===== config.mk =====
export PLATFORM = sky130hd
export DESIGN_NAME = fp_div_seq_flat
export DESIGN_NICKNAME = d
export VERILOG_FILES = /design/src/rtl/fp_div_seq_if.sv /design/src/rtl/fp_div_seq.sv /design/src/flat_wrapper.sv
export SDC_FILE = /design/constraint.sdc
export NUM_CORES = 1
export LEC_CHECK = 0
export ABC_AREA = 1
export CAP_MARGIN = 25
export CORE_ASPECT_RATIO = 1.5
export CORE_MARGIN = 2
export CORE_UTILIZATION = 58
export DETAILED_ROUTE_END_ITERATION = 8
export PLACE_DENSITY = 0.81
export SYNTH_ARGS = -nofsm -noshare
export SYNTH_HDL_FRONTEND = slang
export SYNTH_SLANG_ARGS = --single-unit

===== constraint.sdc =====
create_clock -name clk -period 5.3 [get_ports clk]
set_clock_uncertainty 0.15 [all_clocks]
set_input_delay 1.06 -clock clk [delete_from_list [all_inputs] [get_ports clk]]
set_output_delay 1.06 -clock clk [all_outputs]
set_load 0.01 [all_outputs]

===== src/rtl/fp_div_seq_if.sv =====
// Operand/result handshake bundle for the sequential FP32 divider.
// The master side presents operands and consumes quotients; the slave side is the divider.
interface fp_div_seq_if;
    logic        in_valid;
    logic        in_ready;
    logic [31:0] a;
    logic [31:0] b;
    logic        out_valid;
    logic        out_ready;
    logic [31:0] q;

    modport master (
        output in_valid, a, b, out_ready,
        input  in_ready, out_valid, q
    );

    modport slave (
        input  in_valid, a, b, out_ready,
        output in_ready, out_valid, q
    );
endinterface


===== src/rtl/fp_div_seq.sv =====
// Sequential FP32 divider: restoring mantissa division (one quotient bit per cycle),
// round-to-nearest-even, overflow to infinity, underflow flushed to zero.
module fp_div_seq (
    input  logic        clk,
    input  logic        rst,
    fp_div_seq_if.slave bus
);

    typedef enum logic [1:0] {IDLE, CALC, ROUND, DONE} state_t;

    state_t      state_q, state_d;
    logic [4:0]  cnt_q, cnt_d;
    logic [25:0] rem_q, rem_d;
    logic [23:0] div_q, div_d;
    logic [25:0] quo_q, quo_d;
    logic        sign_q, sign_d;
    logic [7:0]  aExp_q, aExp_d;
    logic [7:0]  bExp_q, bExp_d;
    logic [31:0] q_q, q_d;

    logic        aZero, aInf, aNan, bZero, bInf, bNan, isSpecial, inSign;
    logic [31:0] specialRes;

    logic signed [9:0] expNorm, expFinal;
    logic [22:0] frac;
    logic        guard, sticky;
    logic [23:0] fracInc;
    logic [31:0] roundRes;

    assign bus.in_ready  = (state_q == IDLE);
    assign bus.out_valid = (state_q == DONE);
    assign bus.q         = q_q;

    // Special-case result is resolved straight from the incoming operands.
    always_comb begin
        aZero  = (bus.a[30:0] == 31'd0);
        bZero  = (bus.b[30:0] == 31'd0);
        aNan   = ((bus.a[30:23] == 8'hFF) && (bus.a[22:0] != 23'd0)) || (bus.a == 32'hFFFF_FFFF);
        bNan   = ((bus.b[30:23] == 8'hFF) && (bus.b[22:0] != 23'd0)) || (bus.b == 32'hFFFF_FFFF);
        aInf   = (bus.a[30:23] == 8'hFF) && (bus.a[22:0] == 23'd0);
        bInf   = (bus.b[30:23] == 8'hFF) && (bus.b[22:0] == 23'd0);
        inSign = bus.a[31] ^ bus.b[31];
        isSpecial  = aZero | bZero | aNan | bNan | aInf | bInf;
        specialRes = {inSign, 31'd0};
        if (aNan || bNan || (aZero && bZero) || (aInf && bInf)) begin
            specialRes = 32'hFFFF_FFFF;
        end else if (bZero || aInf) begin
            specialRes = {inSign, 8'hFF, 23'd0};
        end
    end

    always_comb begin
        expNorm = {2'b00, aExp_q} - {2'b00, bExp_q} + 10'd126 + {9'd0, quo_q[25]};
        if (quo_q[25]) begin
            frac   = quo_q[24:2];
            guard  = quo_q[1];
            sticky = quo_q[0] | (rem_q != 26'd0);
        end else begin
            frac   = quo_q[23:1];
            guard  = quo_q[0];
            sticky = (rem_q != 26'd0);
        end
        fracInc  = {1'b0, frac} + {23'd0, guard & (sticky | frac[0])};
        expFinal = expNorm + {9'd0, fracInc[23]};
        if (expFinal >= 10'sd255) begin
            roundRes = {sign_q, 8'hFF, 23'd0};
        end else if (expFinal <= 10'sd0) begin
            roundRes = {sign_q, 31'd0};
        end else begin
            roundRes = {sign_q, expFinal[7:0], fracInc[22:0]};
        end
    end

    always_comb begin
        state_d = state_q;
        cnt_d   = cnt_q;
        rem_d   = rem_q;
        div_d   = div_q;
        quo_d   = quo_q;
        sign_d  = sign_q;
        aExp_d  = aExp_q;
        bExp_d  = bExp_q;
        q_d     = q_q;
        case (state_q)
            IDLE: begin
                if (bus.in_valid) begin
                    sign_d = inSign;
                    aExp_d = bus.a[30:23];
                    bExp_d = bus.b[30:23];
                    cnt_d  = 5'd0;
                    quo_d  = 26'd0;
                    rem_d  = {2'b01, bus.a[22:0]};
                    div_d  = {1'b1, bus.b[22:0]};
                    if (isSpecial) begin
                        q_d     = specialRes;
                        state_d = DONE;
                    end else begin
                        state_d = CALC;
                    end
                end
            end
            CALC: begin
                if (rem_q >= {2'b00, div_q}) begin
                    quo_d = {quo_q[24:0], 1'b1};
                    rem_d = (rem_q - {2'b00, div_q}) << 1;
                end else begin
                    quo_d = {quo_q[24:0], 1'b0};
                    rem_d = rem_q << 1;
                end
                cnt_d = cnt_q + 5'd1;
                if (cnt_q == 5'd25) begin
                    state_d = ROUND;
                end
            end
            ROUND: begin
                q_d     = roundRes;
                state_d = DONE;
            end
            DONE: begin
                if (bus.out_ready) begin
                    state_d = IDLE;
                end
            end
            default: state_d = IDLE;
        endcase
    end

    always_ff @(posedge clk or posedge rst) begin
        if (rst) begin
            state_q <= IDLE;
            cnt_q   <= 5'd0;
            rem_q   <= 26'd0;
            div_q   <= 24'd0;
            quo_q   <= 26'd0;
            sign_q  <= 1'b0;
            aExp_q  <= 8'd0;
            bExp_q  <= 8'd0;
            q_q     <= 32'd0;
        end else begin
            state_q <= state_d;
            cnt_q   <= cnt_d;
            rem_q   <= rem_d;
            div_q   <= div_d;
            quo_q   <= quo_d;
            sign_q  <= sign_d;
            aExp_q  <= aExp_d;
            bExp_q  <= bExp_d;
            q_q     <= q_d;
        end
    end

endmodule

===== src/flat_wrapper.sv =====
// flat-port wrapper written by rule: the top's interface ports become plain ports
module fp_div_seq_flat 
  (clk, rst, bus_in_valid, bus_a, bus_b, bus_out_ready, bus_in_ready, bus_out_valid, bus_q);
  fp_div_seq_if bus_i ();
  input  logic clk;
  input  logic rst;
  input wire logic [$bits(bus_i.in_valid)-1:0] bus_in_valid;
  input wire logic [$bits(bus_i.a)-1:0] bus_a;
  input wire logic [$bits(bus_i.b)-1:0] bus_b;
  input wire logic [$bits(bus_i.out_ready)-1:0] bus_out_ready;
  output wire logic [$bits(bus_i.in_ready)-1:0] bus_in_ready;
  output wire logic [$bits(bus_i.out_valid)-1:0] bus_out_valid;
  output wire logic [$bits(bus_i.q)-1:0] bus_q;
  assign bus_i.in_valid = bus_in_valid;
  assign bus_i.a = bus_a;
  assign bus_i.b = bus_b;
  assign bus_i.out_ready = bus_out_ready;
  assign bus_in_ready = bus_i.in_ready;
  assign bus_out_valid = bus_i.out_valid;
  assign bus_q = bus_i.q;
  fp_div_seq u_core (.clk(clk), .rst(rst), .bus(bus_i));
endmodule

-- Yosys cells after proc, flatten, opt, wreduce, memory -nomap -nowiden
Index checks and enable logic that the tools add are counted.
- register bits: 132
- output and inout port bits: 34
- word-level logic and storage cells: 89
- $add $sub $neg: 7
- magnitude comparators: 3
- eq/ne operators: 12
- muxes and demuxes: 23
- bitwise operators: 9
- reductions and logical operators: 26
- operators by type and width (kind ; count):
    26-bit one-hot mux with 2 select lines ; 2
    32-bit two-way mux ; 3
    31-bit two-way mux ; 3
    26-bit two-way mux ; 3
    32-bit equality test (second input constant) ; 2
    32-bit one-hot mux with 2 select lines ; 1
    31-bit logical NOT ; 2
    23-bit logical NOT ; 2
    23-bit nonzero test ; 2
    26-bit by 24-bit greater-or-equal comparator with 1-bit output ; 1
    26-bit nonzero test ; 1
    25-bit by 24-bit subtractor with 25-bit output ; 1
    23-bit by 1-bit adder with 24-bit output ; 1
    23-bit two-way mux ; 1
    10-bit by 1-bit adder with 10-bit output ; 2
    8-bit equality test (second input constant) ; 2
    10-bit by 7-bit adder with 10-bit output (second input constant) ; 1
    10-bit by 9-bit greater-or-equal comparator with 1-bit output (second input constant) ; 1
    10-bit by 1-bit <= comparator with 1-bit output (second input constant) ; 1
    5-bit one-hot mux with 2 select lines ; 1
    8-bit by 8-bit subtractor with 9-bit output ; 1
    2-bit two-way mux ; 4
    2-bit one-hot mux with 4 select lines ; 1
    1-bit bitwise OR ; 7
    other kinds (16) ; 34

-- Depth between registers and ports, before layout
Gate-level depths: netlist of the first run.
- depth after elaboration: 11
- depth in mapped cells: 29
- depth with buffers taken out: 29

-- Worst setup path before layout of the first run
No wires, ideal clock.
- path type: reg2reg
- start: register u_core.quo_q[25]
- end: register u_core.q_q[19] (netlist: u_core.bus.q[19])
- library setup time: 0.128 ns
- arrival: 3.413 ns
- data required time: 5.022 ns
- setup slack: 1.609 ns
- cell stages (with the launch flop): 28
- clock period less this slack: 3.691 ns
- path through: dfrtp_1 > buf_4 > nand2_1 > o21ai_1 > nor2_2 > nand3_1 > nor2_2 > nand4_1 > or2_1 > nor3_1 > nand3_1 > nor2_1 > nand3_1 > fa_1 > ha_1 > inv_1 > a21oi_2 > nand3_1 > nand2_1 > nand2_1 > nand3_1 > nor2_1 > nand2_2 > nand2_2 > nand2_4 > buf_12 > nand3_2 > a21oi_1
- cells in the longest elaborated chain, start to end: 9
- elaborated cells between the ends (all ways): 13
- those cells by class: 3 x add/sub; 2 x order compare; 6 x mux; 2 x bitwise
- ends and longest elaborated chain (element ; line ; RTL):
    start, declared ; fp_div_seq.sv:15 ; logic [25:0] quo_q, quo_d;
    start signal, assigned ; fp_div_seq.sv:144 ; quo_q <= quo_d;
    1-bit two-way mux or 23-bit two-way mux (tied branches) ; fp_div_seq.sv:54 ; if (quo_q[25]) begin
    1-bit bitwise OR ; fp_div_seq.sv:63 ; fracInc = {1'b0, frac} + {23'd0, guard & (sticky | frac[0])};
    1-bit bitwise AND ; fp_div_seq.sv:63 ;
    23-bit by 1-bit adder with 24-bit output ; fp_div_seq.sv:63 ;
    10-bit by 1-bit adder with 10-bit output ; fp_div_seq.sv:64 ; expFinal = expNorm + {9'd0, fracInc[23]};
    10-bit by 1-bit <= comparator with 1-bit output ; fp_div_seq.sv:67 ; end else if (expFinal <= 10'sd0) begin
    31-bit two-way mux ; fp_div_seq.sv:67 ;
    31-bit two-way mux * ; fp_div_seq.sv:65 ; if (expFinal >= 10'sd255) begin
    32-bit one-hot mux with 2 select lines * ; fp_div_seq.sv:84 ; case (state_q)
    end signal, assigned ; fp_div_seq.sv:148 ; q_q <= q_d;
    end, declared ; fp_div_seq.sv:19 ; logic [31:0] q_q, q_d;
Mark *: on every way between the ends. The rest lies on a longest branch, timed or not.
A chain may end at the register's enable or synchronous reset.

-- Worst setup path after layout of the first run
- start: register u_core.quo_q[25]
- end: register u_core.q_q[14] (netlist: u_core.bus.q[14])
Same word-level chain as after synthesis.

==> run_results.csv, run 1 <==
group,metric,value,unit
run_status,status,"completed",
route,ant_nets,0,
power,clkPwrFrac,12.7,%
global_routing,grt_antenna_before_repair,0,
timing,fin_crit_sh,86.8,%
cts,cts_resized,0,
power,cellPowerDensity,791,mW/mm^2
cts,htreeDepth,4,
cts,insertion_delay,0.43,ns
cts,clock_sinks,132,
floorplanning,dieHeight,162,um
timing,finalSetupTns,0,ns
global_routing,overflow,0,
layout,drive_above_1_share,9.00,%
placement,pre_cts_slack,0.698,ns
timing,slew_headroom,42.4,%
floorplanning,io_pins,102,
worst_setup_path,critical_path_class,"reg -> reg",
logic_synthesis,ys_seq_elements,132,
worst_setup_path,cp.buffers_inverters,1,
logic_synthesis,syn_area,0.00961,mm^2
route,firstDrtPassIters,7,
hold_path,hp-class,"reg -> reg",
hold_path,min_from,"u_core.div_q[23]$_DFFE_PP0P_",
logic_synthesis,synthArstFlopShare,100,%
worst_setup_path,reg2reg_slack,0.70,ns
job,cap_violations,0,
floorplanning,die_w,109,um
timing,fin_ws,0.698,ns
global_routing,grt_pass1_vias,9314,
logic_synthesis,ys_dominant_reg_cell,"dfrtp_1",
power,swShare,52.1,%
logic_synthesis,netlist_instances,1346,
route,drcViolationCount,0,
logic_synthesis,synth_largest_area_cell,"dfrtp_1",
logic_synthesis,synth_area_per_cell,7.14,um^2
logic_synthesis,synth_area_leaders,"dfrtp_1 (34%), nand2_1 (11%), inv_1 (7.9%)",
power,leakage,5.25,nW
cts,numCtsBuffers,17,
timing,finalHoldViolations,0,
cts,postCtsSetupRepairBufs,0,
global_routing,grt_pass1_wl,42.9,mm
global_routing,grtUsageTotal,31.0,%
timing,maxSlewViolCount,0,
floorplanning,die-area,0.0176,mm^2
route,vias,9210,
timing,fin_crit,4.60,ns
floorplanning,start_util,59.4,%
route,post_drt_via_cell_ratio,5.58,
floorplanning,coreArea,0.0162,mm^2
worst_setup_path,reg2reg_depth,24,
worst_setup_path,cp-start-kind,"flop",
route,routed_wl,25.9,mm
timing,clock.fmax,0.217,GHz
logic_synthesis,ys_types,50,
logic_synthesis,yosys-top-cells-count,"nand2_1 (274), inv_1 (203), nor2_1 (149), dfrtp_1 (132), nand3_1 (83)",
timing,setup_viol,0,
layout,antennaDiodeCount,0,
timing,worstMarginPinSlew,0.863,ns
cts,cts_tree,"yes",
worst_setup_path,startpoint,"u_core.quo_q[25]$_DFFE_PP0P_",
route,drt_iter0_drc,488,
power,p_int,4.29,mW
floorplanning,rows,57,
worst_setup_path,crit_fanout,23,
logic_synthesis,synth_top_area_share,34.4,%
logic_synthesis,seq_area_frac_synth,34.4,%
placement,hpwl,19.8,mm
worst_setup_path,crit_family,"simple AND/OR/NAND/NOR gates",
power,p_seq_share,20.0,%
cts,cts_hold_buf,0,
worst_setup_path,timing.critical_path.mode_cell,"nand3_1",
worst_setup_path,crit_chain,"o21ai_0, nor2_2, nand3_1, nor2_2, nand4_1, or2_1, nor3_1, nand3_1, nor2_1, nand3_1, fa_1, ha_1, inv_1, a21oi_2, nand3_1, nand2_1, nand2_1, nand3_1, nor2_1, nand2_2, nand2_2, nand2_4, nand3_1, a21oi_1",
route,post_drt_wl_per_cell,15.7,um
worst_setup_path,cp_slowest_stage_delay,0.67,ns
global_routing,grt_max_degree,80,
worst_setup_path,worst_ep_required_time,5.45,ns
logic_synthesis,synth.most_common_cell,"nand2_1",
power,pwr-share-comb,67.3,%
logic_synthesis,ys_warn_count,0,
worst_setup_path,worst-endpoint-arrival,4.75,ns
logic_synthesis,synth_fp_nets,1457,
worst_setup_path,rr_startpoint,"u_core.quo_q[25]$_DFFE_PP0P_",
power,ir_worst_vdd,0.690,mV
worst_setup_path,cpMaxStageDelayCell,"dfrtp_1",
cts,clk_pin_slew,0.06,ns
placement,place.gp.congestion,0.965,
hold_path,worst_hold_path.endpoint,"u_core.div_q[23]$_DFFE_PP0P_",
worst_setup_path,cp-end-kind,"flop",
cts,cts_root_buffer,"clkbuf_16",
hold_path,hold_path_depth,2,
worst_setup_path,r2r_end,"u_core.bus.q[14]$_DFFE_PP0P_",
layout,area_growth,17.7,%
placement,io_buffers,101,
cts,clock_path_buffers,2,
timing,rsz0062_at_grt,"no",
logic_synthesis,synth_edf_count,0,
layout,num-nets-final,1543,
power,p_sw,4.66,mW
layout,nFillCells,1431,
[placed cells by master (no fill, tap or decap), types with 11 or more instances in the layout]
cell,count
o22ai_1,27
xnor2_1,11
dfrtp_1,132
nor3_1,23
a21oi_1,62
nand3_2,25
o21ai_0,76
a22oi_1,13
nand4_1,42
nand2_1,273
a21oi_2,24
inv_1,202
clkdlybuf4s50_1,101
xor2_1,26
nor2_1,149
clkbuf_16,17
nand2_2,13
ha_1,40
nand3_1,83
[layout make-up]
| type | count | area [um^2] | area share (%) |
|---|---|---|---|
| Clock buffer | 18 | 429 | 3.79 |
| Clock inverter | 14 | 130 | 1.15 |
| Inverter | 209 | 787 | 6.96 |
| Multi-Input combinational cell | 960 | 5280 | 46.7 |
| Sequential cell | 132 | 3300 | 29.2 |
| Tap cell | 206 | 258 | 2.28 |
| Timing Repair Buffer | 112 | 1130 | 9.95 |
[registers in the layout, summed over array words and instances, names as in the netlist]
name and count:
u_core.aExp_q 8, u_core.sign_q 1, u_core.quo_q 26, u_core.rem_q 26
u_core.div_q 24, u_core.cnt_q 5, u_core.bExp_q 8, u_core.bus.q 32
u_core.state_q 2
[worst max path at each step]
stage,endpoint,depth (start not counted)
2_1_floorplan,u_core.aExp_q[0]$_DFFE_PP0P_,1
3_3_place_gp,u_core.bus.q[14]$_DFFE_PP0P_,24
3_5_place_dp,u_core.bus.q[14]$_DFFE_PP0P_,24
4_1_cts,u_core.bus.q[14]$_DFFE_PP0P_,24
5_1_grt,u_core.bus.q[14]$_DFFE_PP0P_,24
6_report,u_core.bus.q[14]$_DFFE_PP0P_,24
[power groups by stage]
stage               combinational [mW]  sequential [mW]  clock, mW
floorplan                         4.71             1.79          0
global placement                  5.87             1.78          0
detailed placement                5.96             1.80          0
CTS                               5.99             1.79       1.15
global route                      6.79             1.85       1.19
finish                            6.02             1.79       1.14
[kinds of logic after synthesis]
logic type / count (synthesis) / synth area share, %
muxes: 5 / 0.573
and+or+nand+nor: 639 / 30.4
DFF: 132 / 34.4
AOI/OAI and AO/OA: 236 / 14.7
xor gates and xnor gates: 37 / 3.37
adders and majority gates: 43 / 5.83
buffers and inverters: 254 / 10.8
[worst min-delay path: cells and delay by family, from the launching register on]
kind,cells,cell delay [ns]
buffers and inverters,1,0.05
AND/OR/NAND/NOR,1,0.06
flip-flops,1,0.32
[per-stage QoR]
step	total power, mW	utilization, %	hold WS, ns	area (um^2)	cells
after CTS	8.94	69.7	0.320	11300	1650
final	8.95	69.9	0.316	11300	1651
after global placement	7.66	66.2	0.292	10700	1618
after detailed placement	7.76	66.2	0.305	10700	1618
after global routing	9.83	69.9	0.360	11300	1651
after floorplan	6.51	-	0.276	9610	1346
[routing by layer]
metal	vias to the layer above	track usage, %	wire, um
met1	4276	32.2	9590
met2	272	58.4	14100
met3	90	4.09	827
met4	0	17.4	1380
li1	4572	-	-
met5	-	0	0
Power figures use the tool's default switching activity.
==> inputs of run 2 (changes only) <==
--- a/config.mk
+++ b/config.mk
@@ -7,5 +7,4 @@
 export LEC_CHECK = 0
 export ABC_AREA = 1
-export CAP_MARGIN = 25
 export CORE_ASPECT_RATIO = 1.5
 export CORE_MARGIN = 2
@@ -13,4 +12,5 @@
 export DETAILED_ROUTE_END_ITERATION = 8
 export PLACE_DENSITY = 0.81
+export SLEW_MARGIN = 10
 export SYNTH_ARGS = -nofsm -noshare
 export SYNTH_HDL_FRONTEND = slang
==> constraint.sdc (replaced) <==
create_clock -name clk -period 5.3 [get_ports clk]
set_clock_uncertainty 0.15 [all_clocks]
set_input_delay 1.325 -clock clk [delete_from_list [all_inputs] [get_ports clk]]
set_output_delay 1.325 -clock clk [all_outputs]
set_load 0.01 [all_outputs]
==> run_results.csv, run 2 (synthesized netlist as in run 1, its figures left out) <==
group,metric,value,unit
run_status,status,"completed",
layout,num-nets-final,1544,
placement,io_buffers,101,
layout,final_cell_mix,"nand2_1 (273), inv_1 (202), nor2_1 (149), dfrtp_1 (132), clkdlybuf4s50_1 (101)",
global_routing,grtUsageTotal,30.7,%
route,post_drt_via_cell_ratio,5.58,
layout,largest_reg_flops,32,
floorplanning,rows,57,
worst_setup_path,cp-end-kind,"flop",
layout,drive_above_1_share,9.13,%
timing,fin_ws,0.754,ns
cts,cts_tree,"yes",
floorplanning,dieHeight,162,um
timing,clock.fmax,0.220,GHz
cts,cts_root_buffer,"clkbuf_16",
worst_setup_path,reg2reg_slack,0.75,ns
cts,clock_path_buffers,2,
timing,slew_headroom,42.6,%
timing,worstMarginPinSlew,0.859,ns
worst_setup_path,cp.buffers_inverters,2,
worst_setup_path,critical_path_class,"reg -> reg",
floorplanning,coreArea,0.0162,mm^2
worst_setup_path,crit_fanout,30,
cts,clk_pin_slew,0.06,ns
worst_setup_path,crit_family,"simple AND/OR/NAND/NOR gates",
worst_setup_path,reg2reg_depth,24,
global_routing,grt_antenna_before_repair,0,
route,drcViolationCount,0,
placement,place.gp.congestion,0.952,
timing,finalSetupTns,0,ns
cts,htreeDepth,4,
hold_path,hp-class,"reg -> reg",
timing,fin_crit_sh,85.8,%
route,drt_iter0_drc,578,
hold_path,min_from,"u_core.div_q[23]$_DFFE_PP0P_",
cts,clock_sinks,132,
cts,numCtsBuffers,17,
cts,cts_hold_buf,0,
cts,cts_resized,0,
worst_setup_path,crit_chain,"buf_4, o21ai_0, nor2_1, nand4_1, or2_1, nor3_1, nand3_1, nor2_1, nand3_1, fa_1, ha_1, inv_1, a21oi_2, nand3_1, nor2_2, nand2_1, nand2_1, nand2_1, nor2_1, nand2_2, nand2_2, nand2_4, nand3_2, a21oi_2",
route,vias,9218,
floorplanning,io_pins,102,
layout,area_growth,17.8,%
global_routing,overflow,0,
route,firstDrtPassIters,5,
layout,mostFrequentLayoutCell,"nand2_1",
route,post_drt_wl_per_cell,15.8,um
layout,antennaDiodeCount,0,
global_routing,grt_pass1_vias,9120,
worst_setup_path,rr_startpoint,"u_core.quo_q[25]$_DFFE_PP0P_",
timing,fin_crit,4.55,ns
route,ant_nets,0,
placement,pre_cts_slack,0.752,ns
timing,rsz0062_at_grt,"no",
worst_setup_path,worst_ep_required_time,5.51,ns
layout,fin_util,69.9,%
cts,postCtsSetupRepairBufs,0,
worst_setup_path,cpMaxStageDelayCell,"dfrtp_1",
global_routing,grt_max_degree,68,
placement,hpwl,20.0,mm
route,routed_wl,26.1,mm
job,cap_violations,0,
cts,insertion_delay,0.43,ns
timing,setup_viol,0,
hold_path,hold_path_depth,2,
worst_setup_path,worst-endpoint-arrival,4.75,ns
floorplanning,die_w,109,um
worst_setup_path,r2r_end,"u_core.bus.q[6]$_DFFE_PP0P_",
worst_setup_path,cp-start-kind,"flop",
worst_setup_path,cp_slowest_stage_delay,0.64,ns
global_routing,grt_pass1_wl,42.4,mm
timing,finalHoldViolations,0,
hold_path,worst_hold_path.endpoint,"u_core.div_q[23]$_DFFE_PP0P_",
floorplanning,die-area,0.0176,mm^2
floorplanning,start_util,59.4,%
timing,maxSlewViolCount,0,
run 2: cell types whose count changed in the layout (fill, tap and decap cells not counted), moves of 2 or more:
cell,delta
inv_6,+2
inv_8,+7
clkinv_2,-3
clkinv_4,-4
buf_4,+3
run 2: stage by stage:
| step | instances | area, um^2 | hold slack, ns |
|---|---|---|---|
| 5_1_grt | 1652 | 11300 | 0.353 |
| 4_1_cts | 1652 | 11300 | 0.325 |
| 3_3_place_gp | 1620 | 10700 | 0.290 |
| 2_1_floorplan | 1346 | 9610 | 0.276 |
| 6_report | 1652 | 11300 | 0.322 |
| 3_5_place_dp | 1620 | 10700 | 0.305 |
run 2: layer usage:
layer	GRT usage, %	up-vias	share of wire, %	wire length (um)
met1	31.5	4253	37	9550
met2	57.4	288	54	14100
li1	-	4582	-	-
met5	0	-	0	0
met3	4.57	95	4.1	1080
met4	18.0	0	5.5	1440
run 2: how the worst max path moves through the flow:
stage	from	end	slack (ns)	depth (start not counted)
after floorplan	rst	u_core.aExp_q[0]$_DFFE_PP0P_	0.30	1
after global placement	u_core.quo_q[25]$_DFFE_PP0P_	u_core.bus.q[14]$_DFFE_PP0P_	0.92	23
after detailed placement	u_core.quo_q[25]$_DFFE_PP0P_	u_core.bus.q[14]$_DFFE_PP0P_	0.75	23
after CTS	u_core.quo_q[25]$_DFFE_PP0P_	u_core.bus.q[14]$_DFFE_PP0P_	0.75	24
after global routing	u_core.quo_q[25]$_DFFE_PP0P_	u_core.bus.q[21]$_DFFE_PP0P_	0.27	23
final	u_core.quo_q[25]$_DFFE_PP0P_	u_core.bus.q[6]$_DFFE_PP0P_	0.75	24
run 2: worst reg2reg max path, delay by kind of cell (launching register included):
kind                     cells  cell delay [ns]
buffers and inverters        2             0.43
AO/OA/AOI/OAI                3             0.39
adder cells (fa/ha/maj)      2             0.62
AND/OR/NAND/NOR             17             2.26
flip-flops                   1             0.64
run 2: cell type report:
| class | count | area (um^2) |
|---|---|---|
| Inverter | 209 | 787 |
| Timing Repair Buffer | 113 | 1100 |
| Sequential cell | 132 | 3300 |
| Fill cell | 1349 | 4870 |
| Multi-Input combinational cell | 960 | 5280 |
| Tap cell | 206 | 258 |
| Clock buffer | 17 | 425 |
| Clock inverter | 15 | 169 |
Power of run 2 is left out: the tool's default activity adds up to more than one toggle a clock period on the data nets, which glitch-free logic cannot reach.
==> inputs of run 3 (changes only) <==
- CORE_UTILIZATION: 58 -> 55
- PLACE_DENSITY: 0.81 -> 0.78
==> run_results.csv, run 3 (synthesized netlist as in run 1, its figures left out) <==
group,metric,value,unit
timing,fin_crit_sh,84.2,%
timing,fin_crit,4.46,ns
route,ant_nets,0,
cts,clock_path_buffers,2,
worst_setup_path,worst-endpoint-arrival,4.67,ns
layout,largest_reg_flops,32,
placement,io_buffers,101,
layout,drive_above_1_share,9.12,%
global_routing,grt_pass1_vias,9260,
cts,htreeDepth,4,
timing,rsz0062_at_grt,"no",
timing,setup_viol,0,
route,routed_wl,25.6,mm
floorplanning,rows,59,
global_routing,grt_pass1_wl,42.6,mm
worst_setup_path,worst_ep_required_time,5.50,ns
layout,mostFrequentLayoutCell,"nand2_1",
route,firstDrtPassIters,8,
route,drcViolationCount,0,
layout,num-nets-final,1545,
cts,cts_root_buffer,"clkbuf_16",
worst_setup_path,reg2reg_depth,26,
worst_setup_path,cpMaxStageDelayCell,"fa_1",
floorplanning,start_util,55.7,%
timing,finalSetupTns,0,ns
cts,numCtsBuffers,17,
worst_setup_path,cp-end-kind,"flop",
timing,slew_headroom,42.2,%
worst_setup_path,crit_family,"simple AND/OR/NAND/NOR gates",
floorplanning,coreArea,0.0173,mm^2
global_routing,grt_max_degree,133,
worst_setup_path,crit_fanout,32,
route,post_drt_via_cell_ratio,5.57,
hold_path,hold_path_depth,2,
worst_setup_path,reg2reg_slack,0.84,ns
job,cap_violations,0,
hold_path,min_from,"u_core.div_q[23]$_DFFE_PP0P_",
cts,cts_resized,0,
timing,clock.fmax,0.224,GHz
worst_setup_path,timing.critical_path.mode_cell,"nand3_1",
floorplanning,die-area,0.0186,mm^2
worst_setup_path,cp_slowest_stage_delay,0.41,ns
layout,nFillCells,1565,
layout,fin_area,0.0113,mm^2
floorplanning,dieHeight,166,um
timing,worstMarginPinSlew,0.866,ns
layout,final_cell_mix,"nand2_1 (273), inv_1 (202), nor2_1 (149), dfrtp_1 (132), clkdlybuf4s50_1 (101)",
layout,seq_area,0.00330,mm^2
global_routing,global_route.usage.met1,28.4,%
worst_setup_path,r2r_end,"u_core.bus.q[10]$_DFFE_PP0P_",
timing,finalHoldViolations,0,
floorplanning,die_w,112,um
route,drt_iter0_drc,539,
hold_path,hp-class,"reg -> reg",
route,post_drt_wl_per_cell,15.4,um
global_routing,grt-busiest-layer,"met2",
placement,place.gp.congestion,0.943,
cts,clk_pin_slew,0.06,ns
layout,antennaDiodeCount,0,
cts,clock_sinks,132,
timing,maxSlewViolCount,0,
worst_setup_path,cp.buffers_inverters,2,
worst_setup_path,rr_startpoint,"u_core.quo_q[25]$_DFFE_PP0P_",
worst_setup_path,cp-start-kind,"flop",
global_routing,grtUsageTotal,28.2,%
hold_path,worst_hold_path.endpoint,"u_core.div_q[23]$_DFFE_PP0P_",
placement,place_area,0.0108,mm^2
placement,hpwl,19.5,mm
cts,cts_hold_buf,0,
route,vias,9246,
cts,insertion_delay,0.43,ns
run_status,status,"completed",
global_routing,grt_antenna_before_repair,0,
layout,area_growth,17.8,%
worst_setup_path,critical_path_class,"reg -> reg",
layout,multi_input_area,0.00528,mm^2
floorplanning,io_pins,102,
global_routing,grt_use_met3,3.83,%
global_routing,overflow,0,
global_routing,met2_usage,53.6,%
cts,postCtsSetupRepairBufs,0,
cts,cts_tree,"yes",
## run 3: cell count changes in the layout (fill, tap and decap cells not counted)
cell        delta
buf_12         +1
clkbuf_1       +1
clkbuf_8       +1
clkinv_2       +1
clkinv_4       +2
clkinvlp_4     +4
inv_6          -2
inv_8          -7
## run 3: final cells by class
type / count / share of cell area [%]
multi-input combinational: 960 / 46.6
tap: 213 / 2.35
inverter: 209 / 6.95
clock inverter: 13 / 1.10
sequential: 132 / 29.2
timing repair buffer: 114 / 9.90
clock buffer: 19 / 3.91
## run 3: worst min-delay path, delay by kind of cell (launching register included)
family	cells	cell delay (ns)
simple gates	1	0.06
buf+inv	1	0.05
flops	1	0.32
## run 3: layer usage
layer | up-vias | share of wire, %
met1 | 4299 | 37
met3 | 114 | 3.3
met4 | 0 | 6.1
met5 | - | 0
li1 | 4571 | -
met2 | 262 | 54
## run 3: worst max-delay path by stage
| stage | start | endpoint | slack [ns] | cells after the start |
|---|---|---|---|---|
| after floorplan | rst | u_core.aExp_q[0]$_DFFE_PP0P_ | 0.30 | 1 |
| after global placement | u_core.quo_q[25]$_DFFE_PP0P_ | u_core.bus.q[4]$_DFFE_PP0P_ | 0.97 | 26 |
| after detailed placement | u_core.quo_q[25]$_DFFE_PP0P_ | u_core.bus.q[10]$_DFFE_PP0P_ | 0.85 | 26 |
| after CTS | u_core.quo_q[25]$_DFFE_PP0P_ | u_core.bus.q[10]$_DFFE_PP0P_ | 0.84 | 26 |
| after global routing | u_core.quo_q[25]$_DFFE_PP0P_ | u_core.bus.q[22]$_DFFE_PP0P_ | 0.30 | 26 |
| final | u_core.quo_q[25]$_DFFE_PP0P_ | u_core.bus.q[10]$_DFFE_PP0P_ | 0.84 | 26 |
## run 3: stage by stage
stage               std cells  worst slack, ns  hold WS [ns]  utilization, %
finish                   1660            0.837         0.316            65.6
global route             1660            0.302         0.337            65.6
CTS                      1660            0.840         0.320            65.6
detailed placement       1628            0.848         0.307            62.3
global placement         1628            0.965         0.290            62.3
floorplan                1346            0.299         0.276               -
Power of run 3 is left out for the same reason.
